`config.mk`:
```
export PLATFORM = sky130hd
export DESIGN_NAME = riscv_v_alu_sequencer
export DESIGN_NICKNAME = d
export VERILOG_FILES = /design/src/rtl/riscv_v_alu_sequencer.sv
export SDC_FILE = /design/constraint.sdc
export NUM_CORES = 1
export LEC_CHECK = 0
export CAP_MARGIN = 20
export CORE_AREA = 2 2 183 185
export CTS_CLUSTER_SIZE = 20
export DETAILED_ROUTE_END_ITERATION = 6
export DIE_AREA = 0 0 185 187
export PLACE_DENSITY_LB_ADDON = 0.15
export SLEW_MARGIN = 20
export SYNTH_ARGS = -nofsm -noshare
export SYNTH_HDL_FRONTEND = slang
export SYNTH_SLANG_ARGS = --single-unit
export TNS_END_PERCENT = 30
```
`constraint.sdc`:
```
create_clock -name clk -period 6 [get_ports clk]
set_clock_uncertainty 0.05 [all_clocks]
set_input_delay 0.6 -clock clk [delete_from_list [all_inputs] [get_ports clk]]
set_output_delay 0.6 -clock clk [all_outputs]
set_load 0.05 [all_outputs]
```
`src/rtl/riscv_v_alu_sequencer.sv`:
```
// riscv_v_alu_sequencer: steps one vector ALU instruction across its LMUL chunks, with a reduction accumulator and writeback handshake
//
// Optional feature macro: RISCV_V_SEQ_PERF_EN adds perf_clr, perf_busy_cycles and perf_stall_cycles.
// Ports:
//   issue_*   instruction offer from vector issue (valid/ready); nchunks==0 is treated as 1
//   flush     abort the current instruction; outstanding operands are drained and discarded
//   opnd_req_*  per-chunk operand fetch requests, at most MAX_OUT outstanding
//   opnd_valid/opnd_ack  operands of the oldest request presented to the ALU, consumed on ack
//   alu_*     registered control bundle, accumulator feedback for reductions, ALU result
//   wb_*      writeback valid/ready handshake, data, chunk index and tag
//   busy      sequencer not idle
module riscv_v_alu_sequencer #(
  parameter int DATA_W     = 128,
  parameter int CTRL_W     = 24,
  parameter int MAX_CHUNKS = 8,
  parameter int CNT_W      = 4,
  parameter int MAX_OUT    = 2,
  parameter int TAG_W      = 5
) (
  input  logic              clk,
  input  logic              rst,
  input  logic              issue_valid,
  output logic              issue_ready,
  input  logic [CTRL_W-1:0] issue_ctrl,
  input  logic [CNT_W-1:0]  issue_nchunks,
  input  logic              issue_reduct,
  input  logic [TAG_W-1:0]  issue_tag,
  input  logic              flush,
  output logic              opnd_req_valid,
  output logic [CNT_W-1:0]  opnd_req_chunk,
  input  logic              opnd_req_ready,
  input  logic              opnd_valid,
  output logic              opnd_ack,
  output logic [CTRL_W-1:0] alu_ctrl,
  output logic              alu_use_acc,
  output logic [DATA_W-1:0] alu_acc,
  input  logic [DATA_W-1:0] alu_result,
  output logic              wb_valid,
  input  logic              wb_ready,
  output logic [DATA_W-1:0] wb_data,
  output logic [CNT_W-1:0]  wb_chunk,
  output logic [TAG_W-1:0]  wb_tag,
  output logic              busy
`ifdef RISCV_V_SEQ_PERF_EN
  ,
  input  logic              perf_clr,
  output logic [31:0]       perf_busy_cycles,
  output logic [31:0]       perf_stall_cycles
`endif
);
  typedef enum logic [1:0] {IDLE, RUN, DRAIN} state_t;
  state_t r_state, w_next;
  logic [CNT_W-1:0] r_nchunks, r_req_cnt, r_done_cnt, r_outst, w_outst_next;
  logic [CTRL_W-1:0] r_ctrl;
  logic [DATA_W-1:0] r_acc;
  logic [TAG_W-1:0] r_tag;
  logic r_reduct, w_run, w_last, w_has, w_req_fire, w_fire, w_accept;
  assign w_run = r_state == RUN;
  assign w_last = r_done_cnt == r_nchunks - CNT_W'(1);
  assign w_has = opnd_valid && r_outst != '0;
  assign w_accept = issue_ready && issue_valid;
  assign issue_ready = r_state == IDLE;
  assign busy = !issue_ready;
  assign opnd_req_valid = w_run && !flush && r_req_cnt < r_nchunks && r_outst < CNT_W'(MAX_OUT);
  assign opnd_req_chunk = r_req_cnt;
  assign w_req_fire = opnd_req_valid && opnd_req_ready;
  // non-final reduction passes only feed the accumulator, so they need no writeback slot
  assign w_fire = w_run && !flush && w_has && (wb_ready || (r_reduct && !w_last));
  assign opnd_ack = w_fire || (r_state == DRAIN && w_has);
  assign wb_valid = w_run && !flush && w_has && (!r_reduct || w_last);
  assign w_outst_next = r_outst + CNT_W'(w_req_fire) - CNT_W'(opnd_ack);
  assign alu_ctrl = r_ctrl;
  assign alu_use_acc = w_run && r_reduct && r_done_cnt != '0;
  assign alu_acc = r_acc;
  assign wb_data = alu_result;
  assign wb_chunk = r_reduct ? '0 : r_done_cnt;
  assign wb_tag = r_tag;
  always_comb begin
    w_next = r_state;
    case (r_state)
      IDLE:    w_next = issue_valid ? RUN : IDLE;
      RUN:     w_next = flush ? DRAIN : (w_fire && w_last) ? IDLE : RUN;
      default: w_next = (w_outst_next == '0) ? IDLE : DRAIN;
    endcase
  end
  always_ff @(posedge clk or posedge rst) begin
    if (rst) begin
      r_state <= IDLE;
      r_ctrl <= '0;
      r_nchunks <= '0;
      r_reduct <= 1'b0;
      r_tag <= '0;
      r_req_cnt <= '0;
      r_done_cnt <= '0;
      r_outst <= '0;
      r_acc <= '0;
    end else begin
      r_state <= w_next;
      if (w_accept) begin
        r_ctrl <= issue_ctrl;
        r_nchunks <= (issue_nchunks == '0) ? CNT_W'(1) :
                     (issue_nchunks > CNT_W'(MAX_CHUNKS)) ? CNT_W'(MAX_CHUNKS) : issue_nchunks;
        r_reduct <= issue_reduct;
        r_tag <= issue_tag;
        r_req_cnt <= '0;
        r_done_cnt <= '0;
        r_outst <= '0;
        r_acc <= '0;
      end else begin
        if (w_req_fire) r_req_cnt <= r_req_cnt + CNT_W'(1);
        if (w_fire) r_done_cnt <= r_done_cnt + CNT_W'(1);
        r_outst <= w_outst_next;
        if (w_fire && r_reduct && !w_last) r_acc <= alu_result;
      end
    end
  end
`ifdef RISCV_V_SEQ_PERF_EN
  logic w_stall;
  assign w_stall = w_run && ((wb_valid && !wb_ready) || (!opnd_valid && r_outst != '0));
  always_ff @(posedge clk or posedge rst) begin
    if (rst) begin
      perf_busy_cycles <= '0;
      perf_stall_cycles <= '0;
    end else if (perf_clr) begin
      perf_busy_cycles <= '0;
      perf_stall_cycles <= '0;
    end else begin
      if (busy && !(&perf_busy_cycles)) perf_busy_cycles <= perf_busy_cycles + 32'd1;
      if (w_stall && !(&perf_stall_cycles)) perf_stall_cycles <= perf_stall_cycles + 32'd1;
    end
  end
`endif
endmodule

```
### After elaboration in Yosys (flattened, before gate mapping)

Cells that the tools add are included.

* reductions and logical operators: 31
* add/sub/neg operators: 5
* $lt $le $gt $ge: 3
* multiplexer cells: 15
* eq/ne operators: 3

Operators with widths (number)
* $mux W128: 2
* $mux W4: 8
* $logic_and A1 B1 Y1: 16
* $add A4 B1 Y4 const B: 2
* $logic_not A4 Y1: 2
* $reduce_bool A4 Y1: 2
* $reduce_bool A2 Y1: 3
* $add A4 B1 Y4: 1
* $eq A4 B4 Y1: 1
* $gt A4 B4 Y1 const B: 1
* $logic_not A1 Y1: 4
* $lt A4 B2 Y1 const B: 1
* $lt A4 B4 Y1: 1
* $mux W2: 2
* $pmux W2 S2: 1
* $sub A4 B1 Y4: 1
* $sub A4 B1 Y4 const B: 1
* $logic_or A1 B1 Y1: 3
* $eq A2 B1 Y1 const B: 1
* $eq A2 B2 Y1 const B: 1
* $logic_not A2 Y1: 1
* $mux W1: 2

* bits of input ports: 169
* flip-flop bits (word level): 176

### Depth between registers and ports, before layout

Gate-level depths: netlist of run 1.

* depth in word-level cells: 11
* mapped depth: 16

### Worst setup path before layout of run 1

No wires, ideal clock.

* path type: register -> output
* start: register r_req_cnt[1] (netlist: opnd_req_chunk[1])
* end: output opnd_req_valid
* path buffers: 0
* slack: 1526 ps
* stages on the path, launching flop included: 5
* arrival: 3824 ps
* cell sequence: dfrtp_1 ha_1 a21o_1 a21o_1 a2111oi_0

* longest elaborated chain between the ends: 3

RTL lines
* start: declaration: line 53 `logic [CNT_W-1:0] r_nchunks, r_req_cnt, r_done_cnt, r_outst, w_outst_next;`
* start signal: assignment: line 110 `if (w_req_fire) r_req_cnt <= r_req_cnt + CNT_W'(1);`
* $lt A4 B4 Y1: line 64 `assign opnd_req_valid = w_run && !flush && r_req_cnt < r_nchunks && r_outst < CNT_W'(MAX_OUT);`
* $logic_and A1 B1 Y1 (2 in a row): line 64
* end: declaration: line 29 `output logic opnd_req_valid,`

No other way between the ends.

### Worst setup path after layout of run 1

Same ends and word-level chain as after synthesis.

==> results of run 1 <==
[synthesized netlist by cell type]
cell	n
o2111ai_1	1
nand4_1	1
clkbuf_1	35
nand2_1	359
a21o_1	3
or3b_2	2
nor2_1	10
nand3_1	2
and2_1	3
a21oi_1	6
o21ai_0	99
a2111o_1	1
nor3_1	1
nor2b_1	2
buf_4	128
o41ai_1	1
ha_1	12
xor2_1	4
o22ai_1	1
xnor2_1	2
nand3b_1	4
fa_1	1
nor3b_1	1
nor4_1	2
o21ai_1	40
nand2b_1	4
mux2i_1	6
o21a_1	1
xor3_1	1
and4_1	1
o31a_1	2
inv_1	16
buf_1	1
buf_6	6
a2111oi_0	1
dfrtp_1	176
buf_2	10
a21bo_2	1
[cells by family after synthesis]
group                    count (synthesis)  synth area share (%)
flip-flops                             176                 52.74
multiplexers                             6                0.7192
AND/OR/NAND/NOR                        392                 18.43
XOR/XNOR                                 7                0.9140
adder cells (fa/ha/maj)                 13                 2.038
AO/OA/AOI/OAI                          157                 9.904
buffers and inverters                  196                 15.25
[registers in the layout (all words and copies together), names as in the netlist]
register	cells
alu_acc	128
alu_ctrl	24
wb_tag	5
opnd_req_chunk	4
r_done_cnt	4
r_nchunks	4
r_outst	4
r_state	2
r_reduct	1
[power by group through the flow]
stage / Sequential, uW / Combinational, uW / Clock [uW]
2_1_floorplan: 2440 / 884 / 0
3_3_place_gp: 1640 / 2570 / 0
3_5_place_dp: 1640 / 2560 / 0
4_1_cts: 1630 / 2570 / 1160
5_1_grt: 1660 / 2710 / 1200
6_report: 1620 / 2530 / 1110
[worst max-delay path by stage]
stage,startpoint,end,cells past startpoint
final,opnd_req_chunk[1],opnd_req_valid,5
after global routing,opnd_req_chunk[1],opnd_req_valid,5
after global placement,flush,r_state[1],13
after detailed placement,flush,r_state[1],13
after CTS,opnd_req_chunk[1],opnd_req_valid,5
after floorplan,rst,alu_acc[0],1
[worst reg2reg max path, cell delays in order (launching register included)]
cell and delay (ns):
dfrtp_1 0.44, or3b_2 0.49, nor4_1 0.39, a21bo_2 0.31
ha_1 0.27, inv_1 0.06, ha_1 0.15, inv_1 0.05
fa_1 0.37, xor2_1 0.19, nand3b_1 0.09, o21ai_0 0.13
o21ai_0 0.10
[area by class of cell]
cell class                      instances  area, um2
Clock buffer                           21      460.4
Inverter                               16      65.06
Clock inverter                         11      113.9
Multi-Input combinational cell        575       2681
Tap cell                              448      560.5
Fill cell                            3376      19840
Sequential cell                       176       4404
Timing Repair Buffer                  472       4737
[per-layer routing]
metal | routed length, um | track usage, % | part of all wire, % | vias up
met4 | 427 | 4.945 | 1.6 | 0
li1 | - | - | - | 3522
met1 | 11420 | 18.84 | 42 | 3278
met2 | 13230 | 26.40 | 49 | 251
met3 | 1905 | 4.653 | 7.1 | 23
met5 | 0 | 0 | 0 | -
[layout by cell type (no fill, tap or decap), types with 6 or more instances in the layout]
cell             netlist  layout
ha_1                  12      12
clkbuf_16              0      17
nor2_1                10      10
clkinv_2               0       6
clkdlybuf4s50_1        0     467
inv_1                 16      15
mux2i_1                6       6
dfrtp_1              176     176
o21ai_0               99      99
o21ai_1               40      40
nand2_1              359     358
a21oi_1                6       6
[metrics by stage]
stage | instance area (um2) | instances
2_1_floorplan | 8351 | 947
3_3_place_gp | 12450 | 1687
3_5_place_dp | 12450 | 1687
4_1_cts | 13020 | 1719
5_1_grt | 13020 | 1719
6_report | 13020 | 1719
==> flow_summary_export.csv, run 1 <==
group,metric,value,unit
cts,tritoncts,"yes",
cts,cts.sinks,176,
detailed_routing,vias_per_cell,4.115,
power,intPower,2904,uW
power,p_switching,2361,uW
floorplanning,num_io_pins,468,
power,switching_share,44.84,%
run_status,status,"completed",
detailed_routing,wl,26.98,mm
detailed_routing,drc_errors,0,
power,p_total,5265,uW
power,share_comb_of_total_power,48.1,%
grt,grt_pass1_wl,41.26,mm
worst_setup_path,critical_path_class,"flip-flop to primary output",
worst_setup_path,r2r_slack,2.78,ns
grt,grt_usage,15.57,%
cells_and_area,nets,1440,
cts,cts.hold.buffers_added,0,
synth,ys_warn_count,0,
worst_setup_path,critPathSlowestCell,"clkdlybuf4s50_1",
worst_setup_path,start_kind,"flip-flop",
synth,synth.area.top_cells,"dfrtp_1 (53%), nand2_1 (16%), buf_4 (12%), o21ai_0 (5.9%), o21ai_1 (2.4%)",
cts,post_cts.repair.setup_buffers,0,
synth,seq_area_frac_synth,52.74,%
timing,setup_viol_count_final,0,
cts,path_clk_slew,0.07,ns
timing,fin_crit,3.612,ns
power,pwr-share-clk,21.0,%
grt,grt_max_degree,249,
cts,cts_resized,0,
worst_setup_path,critPathArrivalTime,2.96,ns
place,routabilityCongestion,0.7330,
synth,ys_ff_latch,176,
timing,hold_viol,0,
synth,yosysTopAreaCell,"dfrtp_1",
cells_and_area,final_util,39.63,%
cts,h-tree-depth,4,
cells_and_area,syn_to_final_growth,55.95,%
cts,clock-root-buffer,"clkbuf_16",
synth,syn_nets,1129,
worst_setup_path,max_stage_delay,0.91,ns
timing,rsz0062_at_grt,"false",
worst_setup_path,cp_common_cell,"a21o_1",
cts,cts_made_buffers,17,
synth,syn_avg_cell_area,8.818,um2
worst_setup_path,r2r_end,"r_state[1]",
min_path,hp-class,"flip-flop to flip-flop",
worst_setup_path,r2r_cells,12,
min_path,worstHoldPathCells,2,
timing,hold_ws,0.4208,ns
power,power-per-cell-area,404.3,nW/um2
floorplanning,rows,67,
floorplanning,core,32860,um2
detailed_routing,postRouteAntennaNets,0,
detailed_routing,dr.pass1.iters,5,
worst_setup_path,required,5.35,ns
floorplanning,die_h,187,um
cts,clockBufferDepth,2,
cts,worstSkewPairLatency,0.44,ns
synth,synthesis.instances,947,
worst_setup_path,endpoint_kind,"primary output",
cells_and_area,antenna_cells,0,
timing,setup_tns,0,ns
synth,synth.top_cell.area_share,52.74,%
floorplanning,die_w,185,um
worst_setup_path,path_buf_inv,1,
place,pre_cts_slack,2.183,ns
timing,worst_pin_slew,1.136,ns
worst_setup_path,r2r-start,"r_state[1]",
floorplanning,die-area,34600,um2
detailed_routing,vias,7074,
detailed_routing,wl_per_cell,15.70,um
detailed_routing,drt_iter0_markers,282,
grt,grt.overflow.total,0,
min_path,hp-start,"alu_ctrl[16]",
grt,grt_pass1_vias,7184,
place,io_buffers,467,
synth,synth_cell_types,38,
cells_and_area,layout-drive-gt1-share,3.226,%
power,pwr-share-seq,30.9,%
power,ir_drop,0.1852,mV
run,maxCapViolCount,0,
synth,syn_area,8351,um2
worst_setup_path,cp_cell_sequence,"ha_1 > a21o_1 > a21o_1 > a2111oi_0 > clkdlybuf4s50_1",
min_path,hold_end,"alu_ctrl[16]",
timing,slew_violations,0,
timing,fin_ws,2.388,ns
timing,fmax,0.2768,GHz
worst_setup_path,path_max_fanout,5,
place,post-dp-hpwl,19.28,mm
worst_setup_path,crit_family,"buffers and inverters",
power,power_leakage,0.005480,uW
grt,antenna_found_initial,0,
floorplanning,start_util,25.41,%
timing,period_share,60.21,%
timing,max_slew_margin,24.29,%
Power figures use the tool's default switching activity.
==> inputs of run 2 (changes only) <==
==> constraint.sdc (replaced) <==
create_clock -name clk -period 3.45 [get_ports clk]
set_clock_uncertainty 0.05 [all_clocks]
set_input_delay 0.345 -clock clk [delete_from_list [all_inputs] [get_ports clk]]
set_output_delay 0.345 -clock clk [all_outputs]
set_load 0.05 [all_outputs]
==> run 2 against run 1 <==
  * Via count increased by 1.1%
  * Critical path depth increased by 11
  * Die area unchanged
  * First-iteration DRC count increased by 10%
  * Combinational power increased by 76%
  * Non-clock buffer count increased by 5
  * Final cell count increased by 0.17%
  * Clock power increased by 72%
  * Critical path type is now flip-flop to flip-flop
  * Largest power group unchanged
==> flow_summary_export.csv, run 2 (synthesis gave the netlist of run 1 again) <==
group,metric,value,unit
run_status,status,"completed",
floorplanning,core,32860,um2
detailed_routing,postRouteAntennaNets,0,
worst_setup_path,start_kind,"flip-flop",
cells_and_area,largest_register_ffs,128,
cts,cts.sinks,176,
floorplanning,die_w,185,um
worst_setup_path,critical_path_class,"flip-flop to flip-flop",
power,p_switching,4119,uW
cts,clock-root-buffer,"clkbuf_16",
cts,cts_made_buffers,17,
power,p_total,9189,uW
worst_setup_path,max_stage_delay,0.41,ns
run,maxCapViolCount,0,
worst_setup_path,path_max_fanout,4,
floorplanning,die_h,187,um
floorplanning,rows,67,
timing,period_share,93.81,%
power,power_leakage,0.005521,uW
timing,fin_crit,3.237,ns
min_path,hp-class,"input port to asynchronous set/reset pin",
cells_and_area,num-fill-cells,3343,
power,switching_share,44.82,%
place,dp_cells,1692,
floorplanning,start_util,25.41,%
grt,antenna_found_initial,1,
cells_and_area,final_common_cell,"clkdlybuf4s50_1",
grt,grt.overflow.total,0,
cts,worstSkewPairLatency,0.43,ns
worst_setup_path,required,3.71,ns
power,pwr-share-clk,20.8,%
grt,grt_usage,15.67,%
cells_and_area,antenna_cells,0,
cells_and_area,multi_input_comb_area,2689,um2
detailed_routing,dr.pass1.iters,4,
grt,grt_max_degree,131,
cts,h-tree-depth,4,
place,io_buffers,467,
timing,fmax,0.3090,GHz
power,ir_drop,0.4137,mV
power,pwr-share-seq,30.7,%
floorplanning,die-area,34600,um2
place,post-dp-hpwl,19.75,mm
timing,setup_viol_count_final,0,
detailed_routing,vias,7154,
worst_setup_path,r2r_cells,16,
cells_and_area,syn_to_final_growth,56.91,%
grt,grt_pass1_wl,41.58,mm
place,routabilityCongestion,0.7611,
power,power-per-cell-area,701.3,nW/um2
detailed_routing,wl_per_cell,15.84,um
timing,hold_viol,0,
power,intPower,5071,uW
cells_and_area,fin_cells,1722,
detailed_routing,wl,27.28,mm
floorplanning,num_io_pins,468,
worst_setup_path,r2r_end,"r_state[1]",
detailed_routing,vias_per_cell,4.154,
worst_setup_path,cp_cell_sequence,"inv_1 > ha_1 > xor2_1 > nand2_1 > o31a_1 > o21ai_0 > a21oi_1 > ha_1 > inv_1 > ha_1 > inv_1 > fa_1 > xor2_2 > nand3b_1 > o21ai_0 > o21ai_0",
detailed_routing,drt_iter0_markers,311,
cts,clockBufferDepth,2,
timing,worst_pin_slew,0.6952,ns
cells_and_area,register_area,4404,um2
timing,hold_ws,0.3379,ns
power,share_comb_of_total_power,48.5,%
worst_setup_path,path_buf_inv,3,
worst_setup_path,critPathSlowestCell,"fa_1",
worst_setup_path,r2r-start,"r_nchunks[0]",
cts,tritoncts,"yes",
cells_and_area,layout_common_cells,"clkdlybuf4s50_1 (465), nand2_1 (358), dfrtp_1 (176)",
worst_setup_path,endpoint_kind,"flip-flop",
detailed_routing,drc_errors,0,
worst_setup_path,r2r_slack,0.21,ns
timing,max_slew_margin,53.65,%
cells_and_area,nets,1445,
cts,path_clk_slew,0.07,ns
cts,cts.hold.buffers_added,0,
grt,grt_pass1_vias,7131,
worst_setup_path,crit_family,"adder cells",
timing,slew_violations,0,
worst_setup_path,critPathArrivalTime,3.50,ns
worst_setup_path,worstSetupStartpoint,"r_nchunks[0]",
cells_and_area,layout-drive-gt1-share,3.611,%
==> run 2: worst max-delay path by stage <==
| stage | endpoint | slack [ns] | cells after the start |
|---|---|---|---|
| CTS | opnd_ack | 0.17 | 8 |
| floorplan | opnd_req_valid | -0.77 | 4 |
| finish | r_state[1] | 0.21 | 16 |
| detailed placement | r_state[1] | -0.02 | 13 |
| global placement | r_state[1] | 0.07 | 13 |
| global route | r_state[1] | -0.01 | 16 |
==> run 2: per-stage QoR <==
step | util, % | instance area [um2] | worst slack, ns | setup TNS, ns
after floorplan | - | 8354 | -0.7691 | -0.9361
after global placement | 38.14 | 12530 | 0.06770 | 0
after CTS | 39.84 | 13090 | 0.1680 | 0
after global routing | 39.87 | 13100 | -0.01343 | -0.01343
final | 39.87 | 13100 | 0.2135 | 0
after detailed placement | 38.14 | 12530 | -0.02211 | -0.02211
==> run 2: repair_timing <==
| action | 4_1_cts | 5_1_grt |
|---|---|---|
| setup endpoints to repair | 0 | 2 |
| buffers inserted | 0 | 0 |
| gates resized for setup | 0 | 2 |
==> run 2: power by group through the flow <==
stage	Sequential, uW	Combinational, uW	Clock, uW
final	2820	4460	1910
after global routing	2890	4750	2080
after CTS	2820	4510	2000
after detailed placement	2850	4490	0
after global placement	2840	4490	0
after floorplan	4250	1540	0
==> run 2: layout make-up <==
| cell class | instances | share of cell area (%) |
|---|---|---|
| clock buffer | 20 | 3.409 |
| inverter | 16 | 0.4870 |
| timing repair buffer | 477 | 36.82 |
| tap | 448 | 4.278 |
| clock inverter | 10 | 0.8690 |
| sequential | 176 | 33.61 |
| multi-input combinational | 575 | 20.52 |
==> run 2: metal layers <==
metal / up-vias / track usage, % / part of all wire, %
li1: 3529 / - / -
met1: 3347 / 19.06 / 42
met2: 256 / 25.71 / 48
met3: 20 / 5.919 / 8.5
met4: 2 / 4.609 / 1.5
met5: - / 0 / 0.040
==> run 2: worst min-delay path: stages <==
cell and delay [ns]:
clkdlybuf4s50_1 0.44, clkinvlp_4 0.13, buf_12 0.32
==> inputs of run 3 (changes only) <==
--- a/config.mk
+++ b/config.mk
@@ -6,10 +6,12 @@
 export NUM_CORES = 1
 export LEC_CHECK = 0
 export CAP_MARGIN = 20
-export CORE_AREA = 2 2 183 185
+export CELL_PAD_IN_SITES_DETAIL_PLACEMENT = 1
+export CELL_PAD_IN_SITES_GLOBAL_PLACEMENT = 1
+export CORE_AREA = 2 2 179 181
 export CTS_CLUSTER_SIZE = 20
 export DETAILED_ROUTE_END_ITERATION = 6
-export DIE_AREA = 0 0 185 187
+export DIE_AREA = 0 0 181 183
 export PLACE_DENSITY_LB_ADDON = 0.15
 export SLEW_MARGIN = 20
 export SYNTH_ARGS = -nofsm -noshare
==> run 3 against run 2 <==
  * Setup slack better by 0.054 ns
  * Power rose by 0.61%
  * Clock power barely moved
  * Combinational power grew 2%
  * Routed wire length up 8.4%
  * Via count is 2.4% higher
  * Highest routed layer unchanged
==> flow_summary_export.csv, run 3 (synthesis gave the netlist of run 1 again) <==
group,metric,value,unit
run_status,status,"completed",
cells_and_area,nets,1455,
power,power-per-cell-area,701.7,nW/um2
min_path,hp-class,"input port to asynchronous set/reset pin",
run,maxCapViolCount,0,
timing,fin_crit,3.182,ns
timing,period_share,92.24,%
grt,grt_max_degree,101,
timing,setup_viol_count_final,0,
detailed_routing,postRouteAntennaNets,0,
floorplanning,rows,65,
cts,cts_made_buffers,17,
power,intPower,4991,uW
cts,clockBufferDepth,2,
timing,hold_viol,0,
grt,grt_usage,17.68,%
power,pwr-share-seq,30.6,%
power,p_total,9245,uW
power,switching_share,46.01,%
place,dp_cells,1654,
place,placedInstanceArea,12600,um2
power,ir_drop,0.3299,mV
cells_and_area,layout_common_cells,"clkdlybuf4s50_1 (466), nand2_1 (358), dfrtp_1 (176)",
power,share_comb_of_total_power,49.1,%
cells_and_area,layout-drive-gt1-share,4.743,%
worst_setup_path,required,3.70,ns
cells_and_area,syn_to_final_growth,57.78,%
cells_and_area,fin_cells,1689,
grt,antenna_found_initial,2,
cts,cts.hold.buffers_added,0,
cells_and_area,final_common_cell,"clkdlybuf4s50_1",
detailed_routing,drc_errors,0,
detailed_routing,wl_per_cell,17.51,um
grt,grt_pass1_wl,45.38,mm
timing,fmax,0.3142,GHz
cts,h-tree-depth,4,
cts,cts.sinks,176,
timing,max_slew_margin,46.98,%
timing,hold_ws,0.3363,ns
worst_setup_path,r2r-start,"r_nchunks[0]",
detailed_routing,vias_per_cell,4.338,
detailed_routing,drt_iter0_markers,244,
power,power_leakage,0.005578,uW
floorplanning,die-area,33120,um2
worst_setup_path,endpoint_kind,"flip-flop",
cts,worstSkewPairLatency,0.43,ns
detailed_routing,dr.pass1.iters,4,
worst_setup_path,critPathArrivalTime,3.44,ns
worst_setup_path,critical_path_class,"flip-flop to flip-flop",
timing,setup_tns,0,ns
power,p_switching,4254,uW
worst_setup_path,worstSetupStartpoint,"r_nchunks[0]",
timing,worst_pin_slew,0.7953,ns
worst_setup_path,path_max_fanout,4,
place,io_buffers,467,
floorplanning,num_io_pins,468,
place,post-dp-hpwl,22.42,mm
detailed_routing,wl,29.58,mm
floorplanning,core,31230,um2
cts,path_clk_slew,0.08,ns
cts,clock-root-buffer,"clkbuf_16",
timing,slew_violations,0,
floorplanning,die_h,183,um
floorplanning,start_util,26.74,%
grt,grt_pass1_vias,7713,
cts,tritoncts,"yes",
cells_and_area,largest_register_ffs,128,
power,pwr-share-clk,20.4,%
grt,grt.overflow.total,0,
detailed_routing,vias,7327,
floorplanning,die_w,181,um
worst_setup_path,start_kind,"flip-flop",
cells_and_area,final_area,13180,um2
place,routabilityCongestion,0.7572,
run 3: power by group through the flow:
stage                     clock (uW)  combinational, uW  sequential (uW)
after floorplan                    0               1540             4250
after global placement             0               4540             2840
after detailed placement           0               4560             2860
after CTS                       1960               4580             2830
after global routing            2030               4830             2900
final                           1880               4540             2820
run 3: layout make-up:
cell class,count,area (um2)
fill,3566,18050
timing repair buffer,487,4960
sequential,176,4404
multi-input combinational,575,2689
tap,402,503.0
clock buffer,19,452.9
clock inverter,13,100.1
inverter,16,63.81
antenna,1,2.502
run 3: final timing paths:
path                            cells past startpoint           end  slack (ns)
worst max-delay path                               16    r_state[1]        0.27
worst min-delay path                                2  alu_acc[103]        0.34
worst max register to register                     16    r_state[1]        0.27
worst min register to register                      2  alu_ctrl[12]        0.43
max in group asynchronous                           3   alu_ctrl[3]        2.27
min in group clk                                    3   alu_ctrl[0]        0.38
run 3: critical path, stage by stage, from the launching register on:
cell and delay [ns]:
dfrtp_1 0.38, inv_1 0.07, ha_1 0.30, xor2_1 0.17
nand2_1 0.13, o31a_1 0.29, o21ai_2 0.13, a21oi_2 0.09
ha_1 0.29, inv_1 0.06, ha_1 0.15, inv_1 0.05
fa_1 0.37, xor2_1 0.18, nand3b_1 0.11, o21ai_0 0.14
o21ai_0 0.09
run 3: what timing repair did:
item / in CTS / in global routing
setup endpoints to repair: 0 / 2
setup buffers: 0 / 2
resized for setup: 0 / 3
run 3: per-layer routing:
layer,wire (um),track usage (%)
met5,13,0
met4,318,4.000
met3,2292,6.136
met2,15090,31.40
met1,11870,20.56
run 3: through the flow:
stage | setup slack (ns) | util, %
2_1_floorplan | -0.7691 | -
3_3_place_gp | 0.07298 | 40.34
3_5_place_dp | 0.008240 | 40.34
4_1_cts | 0.1338 | 42.11
5_1_grt | -0.02443 | 42.18
6_report | 0.2678 | 42.19
